==> src/rtl/core_test_sequencer_if.sv <==
// Program-load stream between a program source and the test sequencer.
`timescale 1ns/1ps
interface core_test_sequencer_if #(
   parameter int DATA_W = 32
);
   logic              prog_valid;
   logic              prog_ready;
   logic [DATA_W-1:0] prog_data;
   logic              prog_last;

   modport master (output prog_valid, output prog_data, output prog_last, input prog_ready);
   modport slave  (input prog_valid, input prog_data, input prog_last, output prog_ready);
endinterface

==> src/rtl/core_test_sequencer.sv <==
// Run-control harness for the RV32I core: load a program into instruction
// memory, hold the core in reset, release it and watch for halt or timeout.
//
// state      | meaning
// -----------+-----------------------------------------------------------
// IDLE       | after reset, waiting for start; core held in reset
// LOAD       | accepting program words, one imem write per handshake
// RESET_CORE | holding core_rst for RESET_CYCLES cycles
// RUN        | core running; counting cycles and retired instructions
// DONE       | run finished; status and counters held, core frozen
`timescale 1ns/1ps
module core_test_sequencer #(
   parameter int                DATA_W       = 32,
   parameter int                ADDR_W       = 8,
   parameter int                RESET_CYCLES = 2,
   parameter int                TIMEOUT      = 1024,
   parameter logic [DATA_W-1:0] HALT_INSN    = DATA_W'(32'h0000_0073)
) (
   input  logic                             clk,
   input  logic                             rst,
   input  logic                             start,
   core_test_sequencer_if.slave             prog,
   output logic                             imem_we,
   output logic [ADDR_W-1:0]                imem_addr,
   output logic [DATA_W-1:0]                imem_wdata,
   output logic                             core_rst,
   input  logic                             core_instr_valid,
   input  logic [DATA_W-1:0]                core_instr,
   output logic                             busy,
   output logic                             done,
   output logic                             pass,
   output logic                             timeout,
   output logic                             load_full,
   output logic [$clog2(TIMEOUT+1)-1:0]     cycle_count,
   output logic [31:0]                      retired_count
);

   localparam int CW = $clog2(TIMEOUT + 1);
   localparam int RW = (RESET_CYCLES > 1) ? $clog2(RESET_CYCLES) : 1;
   localparam logic [CW-1:0]     TMO_LAST = CW'(TIMEOUT - 1);
   localparam logic [CW-1:0]     TMO_MAX  = CW'(TIMEOUT);
   localparam logic [RW-1:0]     RST_LOAD = RW'(RESET_CYCLES - 1);
   localparam logic [ADDR_W-1:0] PTR_LAST = {ADDR_W{1'b1}};

   typedef enum logic [2:0] {
      IDLE       = 3'd0,
      LOAD       = 3'd1,
      RESET_CORE = 3'd2,
      RUN        = 3'd3,
      DONE       = 3'd4
   } state_t;

   state_t            state;
   logic [ADDR_W-1:0] ptr;
   logic [RW-1:0]     rst_cnt;
   logic              halt_seen;

   assign halt_seen = core_instr_valid && (core_instr == HALT_INSN);

   // Sequencer FSM; every output is registered here.
   always_ff @(posedge clk) begin
      if (rst) begin
         state           <= IDLE;
         ptr             <= '0;
         rst_cnt         <= '0;
         prog.prog_ready <= 1'b0;
         imem_we         <= 1'b0;
         imem_addr       <= '0;
         imem_wdata      <= '0;
         core_rst        <= 1'b1;
         busy            <= 1'b0;
         done            <= 1'b0;
         pass            <= 1'b0;
         timeout         <= 1'b0;
         load_full       <= 1'b0;
         cycle_count     <= '0;
         retired_count   <= '0;
      end else begin
         imem_we <= 1'b0;
         case (state)
            IDLE, DONE: begin
               if (start) begin
                  state           <= LOAD;
                  ptr             <= '0;
                  prog.prog_ready <= 1'b1;
                  core_rst        <= 1'b1;
                  busy            <= 1'b1;
                  done            <= 1'b0;
                  pass            <= 1'b0;
                  timeout         <= 1'b0;
                  load_full       <= 1'b0;
                  cycle_count     <= '0;
                  retired_count   <= '0;
               end
            end
            LOAD: begin
               if (prog.prog_valid && prog.prog_ready) begin
                  imem_we    <= 1'b1;
                  imem_addr  <= ptr;
                  imem_wdata <= prog.prog_data;
                  ptr        <= ptr + 1'b1;
                  if (prog.prog_last || (ptr == PTR_LAST)) begin
                     state           <= RESET_CORE;
                     prog.prog_ready <= 1'b0;
                     rst_cnt         <= RST_LOAD;
                     load_full       <= (ptr == PTR_LAST) && !prog.prog_last;
                  end
               end
            end
            RESET_CORE: begin
               if (rst_cnt == '0) begin
                  state    <= RUN;
                  core_rst <= 1'b0;
               end else begin
                  rst_cnt <= rst_cnt - 1'b1;
               end
            end
            RUN: begin
               if (cycle_count != TMO_MAX) cycle_count <= cycle_count + 1'b1;
               if (core_instr_valid) retired_count <= retired_count + 32'd1;
               // Halt takes priority over a timeout landing on the same cycle.
               if (halt_seen) begin
                  state    <= DONE;
                  core_rst <= 1'b1;
                  busy     <= 1'b0;
                  done     <= 1'b1;
                  pass     <= 1'b1;
                  timeout  <= 1'b0;
               end else if (cycle_count == TMO_LAST) begin
                  state    <= DONE;
                  core_rst <= 1'b1;
                  busy     <= 1'b0;
                  done     <= 1'b1;
                  pass     <= 1'b0;
                  timeout  <= 1'b1;
               end
            end
            default: begin
               state <= IDLE;
            end
         endcase
      end
   end

endmodule

==> src/flat_wrapper.sv <==
// flat-port wrapper written by rule: the top's interface ports become plain ports
module core_test_sequencer_flat 
#(
   parameter int                DATA_W       = 32,
   parameter int                ADDR_W       = 8,
   parameter int                RESET_CYCLES = 2,
   parameter int                TIMEOUT      = 1024,
   parameter logic [DATA_W-1:0] HALT_INSN    = DATA_W'(32'h0000_0073)
)
  (clk, rst, start, imem_we, imem_addr, imem_wdata, core_rst, core_instr_valid, core_instr, busy, done, pass, timeout, load_full, cycle_count, retired_count, prog_prog_valid, prog_prog_data, prog_prog_last, prog_prog_ready);
  core_test_sequencer_if #(.DATA_W(DATA_W)) prog_i ();
  input  logic clk;
  input  logic rst;
  input  logic start;
  output logic imem_we;
  output logic [ADDR_W-1:0] imem_addr;
  output logic [DATA_W-1:0] imem_wdata;
  output logic core_rst;
  input  logic core_instr_valid;
  input  logic [DATA_W-1:0] core_instr;
  output logic busy;
  output logic done;
  output logic pass;
  output logic timeout;
  output logic load_full;
  output logic [$clog2(TIMEOUT+1)-1:0] cycle_count;
  output logic [31:0] retired_count;
  input wire logic [$bits(prog_i.prog_valid)-1:0] prog_prog_valid;
  input wire logic [$bits(prog_i.prog_data)-1:0] prog_prog_data;
  input wire logic [$bits(prog_i.prog_last)-1:0] prog_prog_last;
  output wire logic [$bits(prog_i.prog_ready)-1:0] prog_prog_ready;
  assign prog_i.prog_valid = prog_prog_valid;
  assign prog_i.prog_data = prog_prog_data;
  assign prog_i.prog_last = prog_prog_last;
  assign prog_prog_ready = prog_i.prog_ready;
  core_test_sequencer #(.DATA_W(DATA_W), .ADDR_W(ADDR_W), .RESET_CYCLES(RESET_CYCLES), .TIMEOUT(TIMEOUT), .HALT_INSN(HALT_INSN)) u_core (.clk(clk), .rst(rst), .start(start), .prog(prog_i), .imem_we(imem_we), .imem_addr(imem_addr), .imem_wdata(imem_wdata), .core_rst(core_rst), .core_instr_valid(core_instr_valid), .core_instr(core_instr), .busy(busy), .done(done), .pass(pass), .timeout(timeout), .load_full(load_full), .cycle_count(cycle_count), .retired_count(retired_count));
endmodule
==> config.mk <==
export PLATFORM = sky130hd
export DESIGN_NAME = core_test_sequencer_flat
export DESIGN_NICKNAME = d
export VERILOG_FILES = /design/src/rtl/core_test_sequencer_if.sv /design/src/rtl/core_test_sequencer.sv /design/src/flat_wrapper.sv
export SDC_FILE = /design/constraint.sdc
export NUM_CORES = 1
export LEC_CHECK = 0
export CAP_MARGIN = 30
export CORE_MARGIN = 1
export CORE_UTILIZATION = 40
export DETAILED_ROUTE_END_ITERATION = 8
export GPL_ROUTABILITY_DRIVEN = 0
export PLACE_DENSITY = 0.77
export SLEW_MARGIN = 10
export SYNTH_ARGS = -nofsm -noshare
export SYNTH_HDL_FRONTEND = slang
export SYNTH_SLANG_ARGS = --single-unit
==> constraint.sdc <==
create_clock -name clk -period 2 [get_ports clk]
set_input_delay 0.4 -clock clk [delete_from_list [all_inputs] [get_ports clk]]
set_output_delay 0.4 -clock clk [all_outputs]
set_load 0.1 [all_outputs]
==> results.txt <==
status - completed
initial core utilization - 41.2%
Buf/Inv on CP - 1
Die X - 108 µm
Slew @ Worst Pin - 516 ps
DR vias - 4491
Core Box Area - 10800 µm²
Final Power - 3900 µW
clk sinks - 103
area share of the largest cell type after synthesis - 46.2%
drt via density - 5.21
die area - 11600 µm²
share of layout cells above drive strength 1 - 28.5%
IO Pins - 161
Post-synth EDFFs - 0
H-tree depth - 3
CP Capture Type - flip-flop
DRC Markers - 0
vias in the first global route - 4371
CP Max Fanout - 2
DR iter-0 viols - 286
endpoints failing setup - 0
port bufs - 160
worst path cell trace - clkdlybuf4s50_1 > or4_4 > nor4_4 > nand3_1 > and4b_1 > a2111o_1
Worst-path clk slew - 110 ps
YS warnings - 0
CP required - 2270 ps
site row count - 38
Yosys cell types - 58
pin count of the biggest net entering global routing - 49
CP max stage delay - 540 ps
Max Slew Vio Count - 0
CTS max path bufs - 2
clock latency on the worst-skew pair - 370 ps
CTS tree - built
Max Cap Viol - 0
Post-synth ARST share - 0%
maximum vdd drop - 0.336 mV
Syn Inst Count - 540
Yosys reg bits - 103
Finished Core Util - 60.7%
initial antenna violation count - 0
DP Wirelength - 8850 µm
Layout Skew - 13.4 ps
Rel. slew slack - 65.3%
Global Route Usage Sum - 21.2%
fin nets - 791
Area contributors post-synth - dfxtp_1 46%, nand2_1 8.3%, a21oi_1 6.4%, nor2_1 5.0%, xor2_1 4.7%
Hold WC Path Type - primary input to flip-flop
Min Hold Slack - 383 ps
diode count - 0
crit path time final - 2000 ps
final hold vios - 0
sequential element share of the synthesized area - 46.2%
WP data arrival - 2270 ps
Top FF cell, synth - dfxtp_1
cell family with most CP delay - simple AND/OR/NAND/NOR gates
Post-Syn Area - 4460 µm²
Die Span Y - 108 µm
ANT nets after route - 0
total grt overflow - 0
area delta synth->final - 47.5%
clock root cell - clkbuf_8
syn avg cell area - 8.26 µm²
crit path max-delay cell type - or4_4
PwrDens - 593 nW/µm²
Worst Setup Path Type - primary input to flip-flop
total CTS buffers - 9
crit path launch type - primary input
post-route clock period utilization - 99.8%
cell taking the most area after synthesis - dfxtp_1
Fmax - 0.501 GHz
Avg WL per Cell - 13.9 µm
FILL cells - 959
final WL - 12000 µm
syn nets - 614
first drt pass iteration count - 4
first-pass GRT wire length - 19600 µm
FF-to-FF setup slack - 100 ps
leakage - 0.00251 µW
## Yosys cell counts, drive strengths merged, types with 2 or more instances
library cell / n
dfxtp: 103
nor4: 9
ha: 4
nor3b: 2
or3: 7
nor2: 61
clkbuf: 23
xor2: 24
nor4b: 3
a211oi: 3
and4: 2
mux2: 2
and2: 3
nand4b: 2
a311oi: 2
o21ai: 12
inv: 9
a21oi: 58
xnor2: 14
or3b: 2
a31oi: 2
or4: 2
nand4: 24
buf: 4
and3: 8
nand2b: 3
and4b: 2
nand3: 22
nor3: 12
nand2: 100
or4b: 3
## metal layers
| layer | vias up | routed length (µm) | track usage (%) |
|---|---|---|---|
| li1 | 2220 | - | - |
| met1 | 2082 | 5080 | 25.1 |
| met2 | 166 | 5830 | 36.2 |
| met3 | 23 | 838 | 5.51 |
| met4 | 0 | 224 | 8.61 |
| met5 | - | 0 | 0 |
## layout by cell type (no fill, tap or decap), drive strengths merged, types with 11 or more instances in the layout
cell type and instances:
nor3 12, clkdlybuf4s50 66, xor2 24, nand3 22, nand2 100, buf 125, a21oi 58, inv 11
dfxtp 103, nor2 61, nand4 24, xnor2 14, o21ai 12
## per-stage QoR
stage	setup WS [ps]	std cells	area, µm²	setup TNS, ps
floorplan	-53.9	540	4580	-110
global placement	-395	844	6310	-10160
detailed placement	-420	844	6310	-12010
CTS	11.5	860	6540	0
global route	-9.74	862	6580	-18.3
finish	3.80	862	6580	0
## layout make-up
class / instances / area [µm²] / share of cell area [%]
Clock buffer: 10 / 149 / 2.26
Tap cell: 140 / 175 / 2.66
Sequential cell: 103 / 2180 / 33.1
Multi-Input combinational cell: 401 / 2290 / 34.8
Clock inverter: 6 / 72.6 / 1.10
Inverter: 9 / 33.8 / 0.513
Timing Repair Buffer: 193 / 1680 / 25.6
## final timing paths
check,end,from,depth (start not counted)
worst min register to register,u_core.imem_addr[6],u_core.imem_addr[6],2
worst max register to register,u_core.retired_count[26],u_core.state[1],6
worst max-delay path,u_core.core_rst,core_instr[7],6
worst min-delay path,u_core.timeout,rst,2
## registers in the layout, indices dropped and copies added (netlist names)
name and cells:
u_core.cycle_count 11, u_core.core_rst 1, u_core.prog.prog_ready 1, u_core.pass 1, u_core.rst_cnt 1, u_core.done 1, u_core.imem_we 1, u_core.load_full 1
u_core.ptr 8, u_core.imem_addr 8, u_core.retired_count 32, u_core.timeout 1, u_core.state 3, u_core.imem_wdata 32, u_core.busy 1
## what timing repair did
| item | 4_1_cts | 5_1_grt |
|---|---|---|
| resized for setup | 1 | 8 |
| endpoints found under the setup margin | 1 | 12 |
| hold buffers | 0 | 0 |
| gates cloned | 0 | 0 |
| setup buffers | 0 | 2 |
| pin swaps | 0 | 5 |
## where the power goes
part | switching [µW] | leakage (µW) | internal, µW
registers | 17.3 | 0.000859 | 2030
logic | 269 | 0.00154 | 211
clock network | 796 | 0.000111 | 572
total | 1080 | 0.00251 | 2820
## worst reg2reg max path: stages, from the launching register on
cell	delay, ps
dfxtp_1	520
and4b_1	280
o211ai_1	170
buf_4	210
nor4b_1	390
xnor2_1	170
nor2_1	50
## logic make-up after synthesis
kind of cell | count (synthesis) | share of synthesized area, %
AND/OR/NAND/NOR | 272 | 30.5
XOR/XNOR | 38 | 7.63
buffers and inverters | 36 | 3.28
adder cells (fa/ha/maj) | 4 | 1.12
AO/OA/AOI/OAI | 84 | 10.5
multiplexers | 3 | 0.729
flip-flops | 103 | 46.2
No activity file was read; power rests on OpenSTA's default activity.
